$ cat src/rtl/control_unit_p.sv
// Instruction register plus fetch/decode/execute sequencer with an
// instruction-memory req/vld handshake, run/halt control, an illegal-opcode
// trap and an ALU-completion timeout.
//
// state    | meaning
// ---------+-----------------------------------------------------------
// IDLE     | after reset, waiting for run
// FETCH    | mem_req high, waiting for mem_vld to load the IR
// DECODE   | classify IR, pulse en_pc (or trap on illegal opcode)
// EXEC     | pulse en_group, clear the ALU wait counter
// WAIT_ALU | wait for alu_end, bounded by ALU_TMO cycles
// WB       | one-hot reg_en pulse for the destination register
// HALT     | halted high, waiting for run to resume fetching
// ERROR    | sticky fault, left only through reset
module control_unit_p #(
  parameter int INS_W   = 16,
  parameter int OP_W    = 4,
  parameter int RD_W    = 2,
  parameter int FUNC_W  = 4,
  parameter int ALU_TMO = 15,
  localparam int NREG   = 2 ** RD_W
) (
  input  logic              clk,
  input  logic              rst,
  input  logic              run,
  output logic              mem_req,
  input  logic              mem_vld,
  input  logic [INS_W-1:0]  mem_rdata,
  input  logic              alu_end,
  output logic              en_group,
  output logic              en_pc,
  output logic [1:0]        pc_ctrl,
  output logic [NREG-1:0]   reg_en,
  output logic              alu_in_sel,
  output logic [FUNC_W-1:0] alu_func,
  output logic [INS_W-1:0]  ir_out,
  output logic              halted,
  output logic [1:0]        fault
);

  localparam int CNT_W = $clog2(ALU_TMO + 1);

  typedef enum logic [2:0] {
    S_IDLE, S_FETCH, S_DECODE, S_EXEC, S_WAIT_ALU, S_WB, S_HALT, S_ERROR
  } state_t;

  typedef enum logic [2:0] {
    K_NOP, K_ALU, K_LDI, K_JMP, K_JZ, K_HALT, K_ILL
  } kind_t;

  state_t            state, state_nx;
  kind_t             kind;
  logic [INS_W-1:0]  ir_nx;
  logic [1:0]        fault_nx;
  logic [CNT_W-1:0]  cnt, cnt_nx;
  logic [OP_W-1:0]   op;
  logic [RD_W-1:0]   rd;
  logic              imm_bit;
  logic [FUNC_W-1:0] func_dec;
  logic              sel_dec;

  assign op      = ir_out[INS_W-1 -: OP_W];
  assign rd      = ir_out[INS_W-OP_W-1 -: RD_W];
  assign imm_bit = ir_out[INS_W-OP_W-RD_W-1];

  // Classify the held instruction; opcodes outside the known set trap.
  always_comb begin
    kind = K_ILL;
    if (op == OP_W'(0))       kind = K_NOP;
    else if (op <= OP_W'(9))  kind = K_ALU;
    else if (op == OP_W'(10)) kind = K_LDI;
    else if (op == OP_W'(11)) kind = K_JMP;
    else if (op == OP_W'(12)) kind = K_JZ;
    else if (op == OP_W'(15)) kind = K_HALT;
    func_dec = (kind == K_ALU) ? FUNC_W'(op) : '0;
    sel_dec  = (kind == K_ALU) ? imm_bit : (kind == K_LDI);
  end

  // Next-state and Moore outputs; outputs depend only on state and ir_out.
  always_comb begin
    state_nx   = state;
    ir_nx      = ir_out;
    fault_nx   = fault;
    cnt_nx     = cnt;
    mem_req    = 1'b0;
    en_pc      = 1'b0;
    en_group   = 1'b0;
    pc_ctrl    = 2'b00;
    reg_en     = '0;
    alu_in_sel = 1'b0;
    alu_func   = '0;
    halted     = 1'b0;
    case (state)
      S_IDLE: begin
        if (run) state_nx = S_FETCH;
      end
      S_FETCH: begin
        mem_req = 1'b1;
        if (mem_vld) begin
          ir_nx    = mem_rdata;
          state_nx = S_DECODE;
        end
      end
      S_DECODE: begin
        if (kind == K_ILL) begin
          fault_nx = 2'b01;
          state_nx = S_ERROR;
        end else begin
          en_pc = 1'b1;
          case (kind)
            K_JMP:   pc_ctrl = 2'b10;
            K_JZ:    pc_ctrl = 2'b11;
            default: pc_ctrl = 2'b01;
          endcase
          case (kind)
            K_HALT:       state_nx = S_HALT;
            K_ALU, K_LDI: state_nx = S_EXEC;
            default:      state_nx = S_FETCH;
          endcase
        end
      end
      S_EXEC: begin
        en_group   = 1'b1;
        alu_func   = func_dec;
        alu_in_sel = sel_dec;
        cnt_nx     = '0;
        state_nx   = S_WAIT_ALU;
      end
      S_WAIT_ALU: begin
        alu_func   = func_dec;
        alu_in_sel = sel_dec;
        // cnt counts completed wait cycles, so cnt == ALU_TMO-1 is the last one.
        if (alu_end) begin
          state_nx = S_WB;
        end else if (cnt == CNT_W'(ALU_TMO - 1)) begin
          fault_nx = 2'b10;
          state_nx = S_ERROR;
        end else begin
          cnt_nx = cnt + 1'b1;
        end
      end
      S_WB: begin
        alu_func   = func_dec;
        alu_in_sel = sel_dec;
        reg_en     = NREG'(1) << rd;
        state_nx   = S_FETCH;
      end
      S_HALT: begin
        halted = 1'b1;
        if (run) state_nx = S_FETCH;
      end
      S_ERROR: begin
        state_nx = S_ERROR;
      end
      default: state_nx = S_IDLE;
    endcase
  end

  // State, instruction register, sticky fault and wait counter.
  always_ff @(posedge clk or negedge rst) begin
    if (!rst) begin
      state  <= S_IDLE;
      ir_out <= '0;
      fault  <= 2'b00;
      cnt    <= '0;
    end else begin
      state  <= state_nx;
      ir_out <= ir_nx;
      fault  <= fault_nx;
      cnt    <= cnt_nx;
    end
  end

endmodule

$ cat config.mk
export PLATFORM = sky130hd
export DESIGN_NAME = control_unit_p
export DESIGN_NICKNAME = d
export VERILOG_FILES = /design/src/rtl/control_unit_p.sv
export SDC_FILE = /design/constraint.sdc
export NUM_CORES = 1
export LEC_CHECK = 0
export CORE_MARGIN = 2
export CORE_UTILIZATION = 47
export CTS_CLUSTER_SIZE = 24
export DETAILED_ROUTE_END_ITERATION = 12
export PLACE_DENSITY = 0.82
export SLEW_MARGIN = 20
export SYNTH_ARGS = -nofsm -noshare
export SYNTH_HDL_FRONTEND = slang
export SYNTH_SLANG_ARGS = --single-unit
$ cat constraint.sdc
create_clock -name clk -period 3.3 [get_ports clk]
set_input_delay 0.66 -clock clk [delete_from_list [all_inputs] [get_ports clk]]
set_output_delay 0.66 -clock clk [all_outputs]
set_load 0.02 [all_outputs]
Word level (Yosys, flattened, before mapping)
Index checks and enable logic that the tools add are counted.
{"block": "totals", "register_bits": 25, "output_inout_bits": 33, "input_bits": 21}
{"block": "classes", "shifts": 1, "add_sub_neg": 1, "n_reduce_logical": 11, "order_cmp": 1, "n_eq_ne": 25, "n_mux": 33}
{"cell": "2-to-1 mux 3 bit", "count": 9}
{"cell": "== test 3 bit, second input constant", "count": 7}
{"cell": "one-hot mux 3 bit (7 select lines)", "count": 1}
{"cell": "== test 4 bit, second input constant", "count": 5}
{"cell": "2-to-1 mux 4 bit", "count": 5}
{"cell": "2-to-1 mux 2 bit", "count": 7}
{"cell": "== test 3 x 2 -> 1 bit, second input constant", "count": 4}
{"cell": "inequality test 2 bit, second input constant", "count": 5}
{"cell": "one-hot mux 2 bit (2 select lines)", "count": 2}
{"cell": "one-hot mux 4 bit (2 select lines)", "count": 1}
{"cell": "2-to-1 mux 1 bit", "count": 7}
{"cell": "== test 3 x 1 -> 1 bit, second input constant", "count": 2}
{"cell": "one-hot mux 3 bit (2 select lines)", "count": 1}
{"cell": "AND reduction 3 bit", "count": 2}
{"cell": "adder 4 x 1 -> 4 bit, second input constant", "count": 1}
{"cell": "<= comparator 4 bit, second input constant", "count": 1}
{"cell": "zero test 4 bit", "count": 1}
{"cell": "AND reduction 4 bit", "count": 1}
{"cell": "nonzero test 2 bit", "count": 2}
{"cell": "OR reduction 2 bit", "count": 2}
{"cell": "left shift 1 x 2 -> 4 bit, first input constant", "count": 1}
{"cell": "zero test 3 bit", "count": 1}
{"cell": "inequality test 3 bit, second input constant", "count": 1}
{"cell": "OR reduction 3 bit", "count": 1}
{"cell": "2 further kinds", "count": 2}

Longest topological paths before layout
Gate-level depths: netlist (run 1).
{"block": "logic_depth", "ltp_word": 12, "depth_mapped": 6, "mapped_depth_nobuf": 6}

Worst setup path before layout (run 1)
No wires, ideal clock.
{"block": "synth_timing", "kind": "reg-to-output", "startpoint": "reg state[1]", "endpoint": "out alu_func[3]", "n_path_buf": 1, "t_arrival_ps": 1683, "path_slack_ps": 957, "path_stages_with_launch": 5, "cell_sequence": "dfrtp_1 -> and3b_1 -> clkbuf_2 -> a21oi_1 -> nor4b_1"}
{"block": "synth_between", "elab_chain_cells": 3, "elab_cells_between_ends": 5}
{"element": "start: declaration", "line_no": "51", "text": "state_t state, state_nx;"}
{"element": "start signal: assignment", "line_no": "167", "text": "state <= state_nx;"}
{"element": "== test 3 bit / == test 3 x 2 -> 1 bit (equally long branches)", "line_no": "93", "text": "case (state)"}
{"element": "OR reduction 3 bit (no line) (*)"}
{"element": "2-to-1 mux 4 bit (*)", "line_no": "93"}
{"element": "end: declaration", "line_no": "35", "text": "output logic [FUNC_W-1:0] alu_func,"}
Mark *: on every way between the ends. The rest lies on a longest branch, timed or not.

Worst setup path in the final report (run 1)
Same ends and word-level chain as after synthesis.

==> metrics.yaml, run 1 <==
firstDrtPassIters: 4
hold_path_class: "reg2reg"
clkTransAtPathRegs_ns: 0.15
rsz0062_at_grt: "false"
synth_edf_count: 0
grt_start_max_net_pins: 26
syn_to_final_growth_pct: 38.3
syn_area_per_cell_um2: 10.0
dpl-instance-area_mm2: 0.00199
drc: 0
synth_area_leaders: "dfrtp_1 43%, mux2_4 10%, nand2_1 5.4%"
portBuffers: 53
synth.top_cell.area_share_pct: 42.8
clk_latency_ns: 0.34
root_buffer: "clkbuf_4"
switchingPower_mw: 0.816
diodes: 0
hpwlAfterDp_um: 2520
reg2reg_depth: 3
drv_cap: 0
grt_pass1_vias: 1208
netSwitchingFraction_pct: 43.6
max_slew_margin_pct: 64.4
internal-power_mw: 1.06
worst_pin_slew_ns: 0.534
hold_viol: 0
layout_common_cells: "53 x clkdlybuf4s50_1, 25 x dfrtp_1, 21 x nand2_1"
grt_use_total_pct: 19.7
yosys.area.top_type: "dfrtp_1"
leakagePower_nw: 0.845
wirelength_um: 3420
vias_per_cell: 5.61
powerDensity_mw_per_mm2: 926
drive_gt1_share_pct: 13.3
worstPathCellList: "and3b_1, a21oi_1, nor4b_1, clkdlybuf4s50_1"
required_ns: 2.64
start_util_pct: 48.7
synth_fp_nets: 169
seq_power_share_pct: 34.3
wl_per_cell_um: 15.0
fin_crit_sh_pct: 94.3
ys_seq_area_share_pct: 42.8
synth_ff_type: "dfrtp_1"
core-area_mm2: 0.00300
drtAntennaViolNets: 0
worstSetupEndpoint: "alu_func[3]"
outcome: "complete, no violations"
crit_fanout: 17
vias: 1279
yosys_warnings: 0
clk_path_buf_depth: 2
crit_path_end_kind: "output port"
post_cts_buffers: 0
setup_ws_ns: 0.187
cts_resized: 0
setup_viol: 0
fin_cells: 228
tns_ns: 0
fmax_ghz: 0.321
cts_tree: "yes"
synth_seq_cells: 25
slowest_delay_ns: 0.71
htreeDepth: 1
dpl.cell_count: 224
synthCells: 146
crit_start: "state[1]"
critical_path_class: "reg2out"
die_x_um: 59.8
clock-skew-final_ns: 0.00764
dieArea_mm2: 0.00357
reg2reg_to: "ir_out[5]"
synthDistinctLibCells: 41
io_pins: 54
timing.rr.start: "state[1]"
worstSetupStartpointType: "flop"
numCtsBuffers: 3
ir_drop_uv: 573
clock_sinks: 25
async_flop_share_pct: 100
final_common_cell: "clkdlybuf4s50_1"
synth_area_mm2: 0.00146
drtIter0Drc: 70
slew_violations: 0
finalNetCount: 219
hold_path_depth: 1
globalplace.congestion: 0.772
fillCellCount: 233
die_y_um: 59.8
multi_input_area_um2: 764
fin_crit_ns: 3.11
worst_path_max_delay_cell: "dfrtp_1"
worst-r2r-setup-slack_ns: 1.61
clockPowerShare_pct: 8.3
grt_overflow: 0
combPwrFrac_pct: 57.4
regArea_um2: 626
dp_slack_ns: 0.562
grt_pass1_wl_um: 5320
postCtsHoldBufs: 0
postLayoutCellArea_mm2: 0.00202
arrival_ns: 2.45
row_count: 20
antenna_found_initial: 0
==> state kept, by name, summed over array words and instances, names as in the netlist <==
name / cells
state: 3
cnt: 4
fault: 2
ir_out: 16
==> critical path: cells and delay by family, from the launching register on <==
family / cells / cell delay (ns)
flip-flops: 1 / 0.71
AND/OR/NAND/NOR: 2 / 0.62
buffers and inverters: 1 / 0.66
AO/OA/AOI/OAI: 1 / 0.13
==> power groups by stage <==
stage	combinational, mW	clock, mW	sequential (mW)
6_report	1.07	0.156	0.642
5_1_grt	1.15	0.170	0.672
4_1_cts	1.08	0.157	0.639
3_5_place_dp	1.08	0	0.643
3_3_place_gp	1.06	0	0.632
2_1_floorplan	0.647	0	0.658
==> how the worst min path moves through the flow <==
stage / from / end / slack, ns
after floorplan: rst / cnt[0] / 0.36
after global placement: fault[1] / fault[1] / 0.49
after detailed placement: fault[1] / fault[1] / 0.49
after CTS: fault[1] / fault[1] / 0.52
after global routing: fault[1] / fault[1] / 0.54
final: fault[1] / fault[1] / 0.52
==> synth_stat cells, types with 3 or more instances <==
library cell	number
dfrtp_1	25
nand2_1	21
mux2_4	10
nor2_1	10
a21oi_1	8
o21ai_0	8
mux2_2	6
nor3b_1	5
clkbuf_1	4
inv_1	4
nor3_1	4
buf_2	3
nand3_1	3
==> cells by family after synthesis <==
group                    synth area share, %
AO/OA/AOI/OAI                           9.58
XOR/XNOR                                1.20
adder cells (fa/ha/maj)                 1.71
buffers and inverters                   4.96
flip-flops                              42.8
multiplexers                            16.3
AND/OR/NAND/NOR                         23.5
==> layout make-up <==
type | instances | share of cell area (%)
multi-input combinational | 107 | 37.8
sequential | 25 | 30.9
timing repair buffer | 55 | 27.0
tap | 33 | 2.04
clock buffer | 3 | 1.11
inverter | 4 | 0.742
clock inverter | 1 | 0.433
==> through the flow <==
step | util, % | hold WS, ns | total power, mW
after detailed placement | 66.3 | 0.487 | 1.72
after CTS | 67.4 | 0.523 | 1.88
after global placement | 66.3 | 0.488 | 1.69
after floorplan | - | 0.364 | 1.31
final | 67.4 | 0.517 | 1.87
after global routing | 67.4 | 0.538 | 1.99
==> per-layer routing <==
metal / vias up / GRT usage (%) / part of all wire, %
met4: 0 / 6.03 / 1.5
met1: 604 / 25.8 / 45
met2: 54 / 31.7 / 47
met3: 8 / 5.41 / 6.9
li1: 613 / - / -
met5: - / 0 / 0
(Power assumes the default switching activity.)
==> run 2, diff against run 1 <==
==> constraint.sdc (replaced) <==
create_clock -name clk -period 4 [get_ports clk]
set_input_delay 0.8 -clock clk [delete_from_list [all_inputs] [get_ports clk]]
set_output_delay 0.8 -clock clk [all_outputs]
set_load 0.02 [all_outputs]
==> metrics.yaml, run 2 (synthesis results as in run 1) <==
critical_path_class: "reg2out"
worst-r2r-setup-slack_ns: 2.29  # +0.68 ns
setup_viol: 0  # unchanged
largest_registers: "ir_out (16), cnt (4), state (3)"
dieArea_mm2: 0.00357  # unchanged
portBuffers: 53  # unchanged
drtIter0Drc: 72  # +2.9%
clock-skew-final_ns: 0.000861  # -0.00678 ns
drc: 0  # unchanged
reg2reg_depth: 3  # unchanged
ir_drop_uv: 425  # -26%
grt_overflow: 0  # unchanged
seq_power_share_pct: 35.7  # +1.4 points
io_pins: 54  # unchanged
antenna_found_initial: 0  # unchanged
cts_resized: 0  # unchanged
fillCellCount: 248  # +6.4%
finalNetCount: 217  # -0.91%
netSwitchingFraction_pct: 43.5  # -0.061 points
worst_pin_slew_ns: 0.561  # +0.0264 ns
core-area_mm2: 0.00300  # unchanged
root_buffer: "clkbuf_4"
drive_gt1_share_pct: 13.0  # -0.38 points
fin_crit_ns: 3.23
outcome: "complete, no violations"
fin_crit_sh_pct: 80.7
crit_path_end_kind: "output port"
grt_use_total_pct: 20.2  # +0.50 points
drv_cap: 0  # unchanged
grt_start_max_net_pins: 26  # unchanged
hpwlAfterDp_um: 2470  # -2.1%
row_count: 20  # unchanged
clk_latency_ns: 0.32  # -0.02 ns
wirelength_um: 3310  # -3.0%
leakagePower_nw: 0.830  # -1.7%
arrival_ns: 2.43  # -0.02 ns
max_slew_margin_pct: 62.6  # -1.8 points
firstDrtPassIters: 4  # unchanged
grt_pass1_wl_um: 5480  # +3.0%
clockPowerShare_pct: 7.7  # -0.6 points
clk_path_buf_depth: 2  # unchanged
rsz0062_at_grt: "false"
largest-register: "ir_out"
worstSetupEndpoint: "alu_func[3]"
vias_per_cell: 5.62  # +0.25%
grt_pass1_vias: 1258  # +4.1%
clkTransAtPathRegs_ns: 0.14  # about the same
crit_start: "state[1]"
wl_per_cell_um: 14.7  # -2.2%
tns_ns: 0  # unchanged
dpl-instance-area_mm2: 0.00198  # -0.75%
htreeDepth: 1  # unchanged
globalplace.congestion: 0.769  # -0.41%
crit_fanout: 17  # unchanged
worstSetupStartpointType: "flop"
switchingPower_mw: 0.664  # -19%
hold_viol: 0  # unchanged
fmax_ghz: 0.310
postLayoutCellArea_mm2: 0.00200  # -1.1%
die_y_um: 59.8  # unchanged
clock_sinks: 25  # unchanged
start_util_pct: 48.7  # unchanged
numCtsBuffers: 3  # unchanged
hold_path_class: "in2async"
powerDensity_mw_per_mm2: 763  # -18%
p_total_mw: 1.53  # -18%
required_ns: 3.20  # +0.56 ns
diodes: 0  # unchanged
final_common_cell: "clkdlybuf4s50_1"
cts_tree: "yes"
layout_common_cells: "52 x clkdlybuf4s50_1, 25 x dfrtp_1, 21 x nand2_1"
final_core_util_pct: 66.7  # -0.71 points
reg2reg_to: "ir_out[5]"
post_cts_buffers: 0  # unchanged
combPwrFrac_pct: 56.6  # -0.8 points
timing.rr.start: "state[1]"
dp_slack_ns: 1.14  # +0.582 ns
largest_reg_flops: 16  # unchanged
setup_ws_ns: 0.771  # +0.584 ns
die_x_um: 59.8  # unchanged
vias: 1271  # -0.63%
slew_violations: 0  # unchanged
internal-power_mw: 0.863  # -18%
syn_to_final_growth_pct: 36.9
postCtsHoldBufs: 0  # unchanged
drtAntennaViolNets: 0  # unchanged
-- run 2: cell count changes in the layout (fill, tap and decap cells not counted) --
cell,delta
buf_4,-2
buf_2,+1
clkdlybuf4s50_1,-1
clkinvlp_4,+1
inv_6,-1
-- run 2: final cells by class --
| class | instances | area, um2 | share of cell area, % |
|---|---|---|---|
| clock buffers | 3 | 22.5 | 1.13 |
| well taps | 33 | 41.3 | 2.06 |
| repair buffers | 53 | 526 | 26.3 |
| flip-flops and latches | 25 | 626 | 31.3 |
| multi-input cells | 107 | 764 | 38.2 |
| inverters | 4 | 15.0 | 0.750 |
| clock inverters | 1 | 7.51 | 0.375 |
-- run 2: worst min-delay path by stage --
stage,endpoint,slack [ns]
global route,cnt[1],0.45
finish,state[2],0.44
global placement,fault[1],0.49
detailed placement,fault[1],0.49
floorplan,cnt[0],0.50
CTS,fault[1],0.53
-- run 2: power by group through the flow --
stage          registers (mW)  clock network, mW  logic, mW
3_5_place_dp            0.547                  0      0.866
4_1_cts                 0.542              0.122      0.869
5_1_grt                 0.569              0.133      0.922
6_report                0.545              0.118      0.864
3_3_place_gp            0.535                  0      0.849
2_1_floorplan           0.543                  0      0.534
-- run 2: stage by stage --
step	hold slack (ns)	cells
2_1_floorplan	0.504	146
3_3_place_gp	0.488	222
3_5_place_dp	0.493	222
4_1_cts	0.525	226
5_1_grt	0.453	226
6_report	0.444	226
-- run 2: layer usage --
layer | vias up | wire [um] | global-route usage [%]
li1 | 605 | - | -
met1 | 610 | 1490 | 27.1
met2 | 50 | 1600 | 32.6
met3 | 6 | 178 | 3.25
met4 | 0 | 44 | 7.62
met5 | - | 0 | 0
-- run 2: critical path, cell delays in order, from the launching register on --
cell and delay (ns):
dfrtp_1 0.71, and3b_1 0.32, a21oi_1 0.12, nor4b_1 0.28, clkdlybuf4s50_1 0.66
==> run 3, diff against run 2 <==
--- a/config.mk
+++ b/config.mk
@@ -6,10 +6,10 @@
 export NUM_CORES = 1
 export LEC_CHECK = 0
 export CORE_MARGIN = 2
-export CORE_UTILIZATION = 47
+export CORE_UTILIZATION = 44
 export CTS_CLUSTER_SIZE = 24
 export DETAILED_ROUTE_END_ITERATION = 12
-export PLACE_DENSITY = 0.82
+export PLACE_DENSITY = 0.77
 export SLEW_MARGIN = 20
 export SYNTH_ARGS = -nofsm -noshare
 export SYNTH_HDL_FRONTEND = slang
==> constraint.sdc (replaced) <==
create_clock -name clk -period 3.1 [get_ports clk]
set_input_delay 0.62 -clock clk [delete_from_list [all_inputs] [get_ports clk]]
set_output_delay 0.62 -clock clk [all_outputs]
set_load 0.02 [all_outputs]
==> metrics.yaml, run 3 (synthesis results as in run 1) <==
outcome: "complete, no violations"
internal-power_mw: 1.12  # +30%
required_ns: 2.48  # -0.72 ns
slew_violations: 0  # unchanged
worst_pin_slew_ns: 0.434  # -0.127 ns
hpwlAfterDp_um: 2520  # +2.1%
clk_path_buf_depth: 2  # unchanged
worstSetupStartpointType: "flop"
crit_path_end_kind: "output port"
fillCellCount: 287  # +16%
switchingPower_mw: 0.856  # +29%
hold_slack_ns: 0.503  # +0.0589 ns
antenna_found_initial: 0  # unchanged
worstPathCellList: "and3b_1, a21oi_1, nor4b_1, clkdlybuf4s50_1"
leakagePower_nw: 0.839  # +1.0%
dp_slack_ns: 0.431  # -0.712 ns
die_x_um: 61.7  # +3.1%
numCtsBuffers: 3  # unchanged
die_y_um: 61.7  # +3.1%
slowest_delay_ns: 0.66  # -0.05 ns
globalplace.congestion: 0.779  # +1.4%
clockPowerShare_pct: 7.5  # -0.2 points
path_buf_inv: 1  # unchanged
htreeDepth: 1  # unchanged
grt_use_total_pct: 18.3  # -1.9 points
max_slew_margin_pct: 71.1  # +8.5 points
fin_crit_ns: 2.90
ir_drop_uv: 647  # +52%
crit_family: "buffers and inverters"
finalNetCount: 219  # +0.92%
setup_ws_ns: 0.199  # -0.573 ns
netSwitchingFraction_pct: 43.2  # -0.26 points
final_common_cell: "clkdlybuf4s50_1"
arrival_ns: 2.28  # -0.15 ns
row_count: 20  # unchanged
worst_path_max_delay_cell: "clkdlybuf4s50_1"
largest_registers: "ir_out (16), cnt (4), state (3)"
fmax_ghz: 0.345
largest-register: "ir_out"
powerDensity_mw_per_mm2: 971  # +27%
start_util_pct: 47.1  # -1.6 points
drc: 0  # unchanged
io_pins: 54  # unchanged
postCtsHoldBufs: 0  # unchanged
vias: 1305  # +2.7%
root_buffer: "clkbuf_4"
tns_ns: 0  # unchanged
vias_per_cell: 5.46  # -2.9%
grt_pass1_vias: 1142  # -9.2%
rsz0062_at_grt: "false"
wirelength_um: 3320  # +0.24%
layout_common_cells: "53 x clkdlybuf4s50_1, 24 x dfrtp_1, 21 x nand2_1"
drive_gt1_share_pct: 13.8  # +0.89 points
fin_crit_sh_pct: 93.6
cts_tree: "yes"
hold_viol: 0  # unchanged
largest_reg_flops: 16  # unchanged
syn_to_final_growth_pct: 39.3
post_cts_buffers: 0  # unchanged
core-area_mm2: 0.00310  # +3.3%
clock_sinks: 25  # unchanged
portBuffers: 53  # unchanged
clk_latency_ns: 0.31  # about the same
grt_pass1_wl_um: 5240  # -4.3%
wl_per_cell_um: 13.9  # -5.2%
fin_cells: 239  # +5.8%
multi_input_area_um2: 764  # unchanged
regArea_um2: 627  # +0.20%
seq_power_share_pct: 34.5  # -1.2 points
drtAntennaViolNets: 0  # unchanged
clock-skew-final_ns: 0.00102  # +0.000157 ns
dpl.cell_count: 235  # +5.9%
hold_path_class: "reg2reg"
critical_path_class: "reg2out"
crit_fanout: 12  # -5
drtIter0Drc: 76  # +5.6%
diodes: 0  # unchanged
grt_start_max_net_pins: 26  # unchanged
dieArea_mm2: 0.00380  # +6.4%
drv_cap: 0  # unchanged
clkTransAtPathRegs_ns: 0.14  # about the same
combPwrFrac_pct: 58.0  # +1.4 points
cts_resized: 0  # unchanged
p_total_mw: 1.98  # +30%
grt_overflow: 0  # unchanged
setup_viol: 0  # unchanged
firstDrtPassIters: 4  # unchanged
run 3: changes by cell type in the layout (fill, tap and decap cells not counted):
cell | before | now
buf_2 | 1 | 0
buf_4 | 0 | 2
dfrtp_2 | 0 | 1
clkdlybuf4s50_1 | 52 | 53
dfrtp_1 | 25 | 24
run 3: final timing paths:
path | start | endpoint | slack, ns | cells past startpoint
min reg2reg | fault[1] | fault[1] | 0.50 | 1
min | fault[1] | fault[1] | 0.50 | 1
max | state[0] | alu_func[3] | 0.20 | 4
min in group asynchronous | rst | state[2] | 0.65 | 2
max in group asynchronous | rst | state[1] | 2.20 | 2
max reg2reg | state[0] | ir_out[7] | 1.40 | 3
run 3: final cells by class:
class                           instances  share of cell area (%)
Tap cell                               44                    2.70
Multi-Input combinational cell        107                    37.5
Clock inverter                          1                   0.369
Inverter                                4                   0.737
Timing Repair Buffer                   55                    26.8
Clock buffer                            3                    1.11
Sequential cell                        25                    30.8
run 3: routing by layer:
layer | vias up | track usage, % | wire length (um)
met5 | - | 0 | 0
met1 | 629 | 27.8 | 1450
met3 | 2 | 2.52 | 286
li1 | 615 | - | -
met4 | 0 | 4.56 | 15
met2 | 59 | 27.7 | 1570
run 3: metrics by stage:
stage,cell area [um2],utilization [%]
2_1_floorplan,1460,-
3_3_place_gp,2010,64.6
3_5_place_dp,2010,64.6
4_1_cts,2040,65.6
5_1_grt,2040,65.6
6_report,2040,65.6
run 3: power by group through the flow:
stage                     clock, mW  sequential, mW  combinational (mW)
final                         0.148           0.683                1.15
after global routing          0.165           0.714                1.23
after CTS                     0.153           0.681                1.15
after detailed placement          0           0.685                1.15
after global placement            0           0.674                1.13
after floorplan                   0           0.701               0.689
run 3: worst register-to-register path, cell delays in order, from the launching register on:
cell     delay, ns
dfrtp_1       0.60
nor3b_2       0.27
and2_4        0.35
mux2_2        0.38
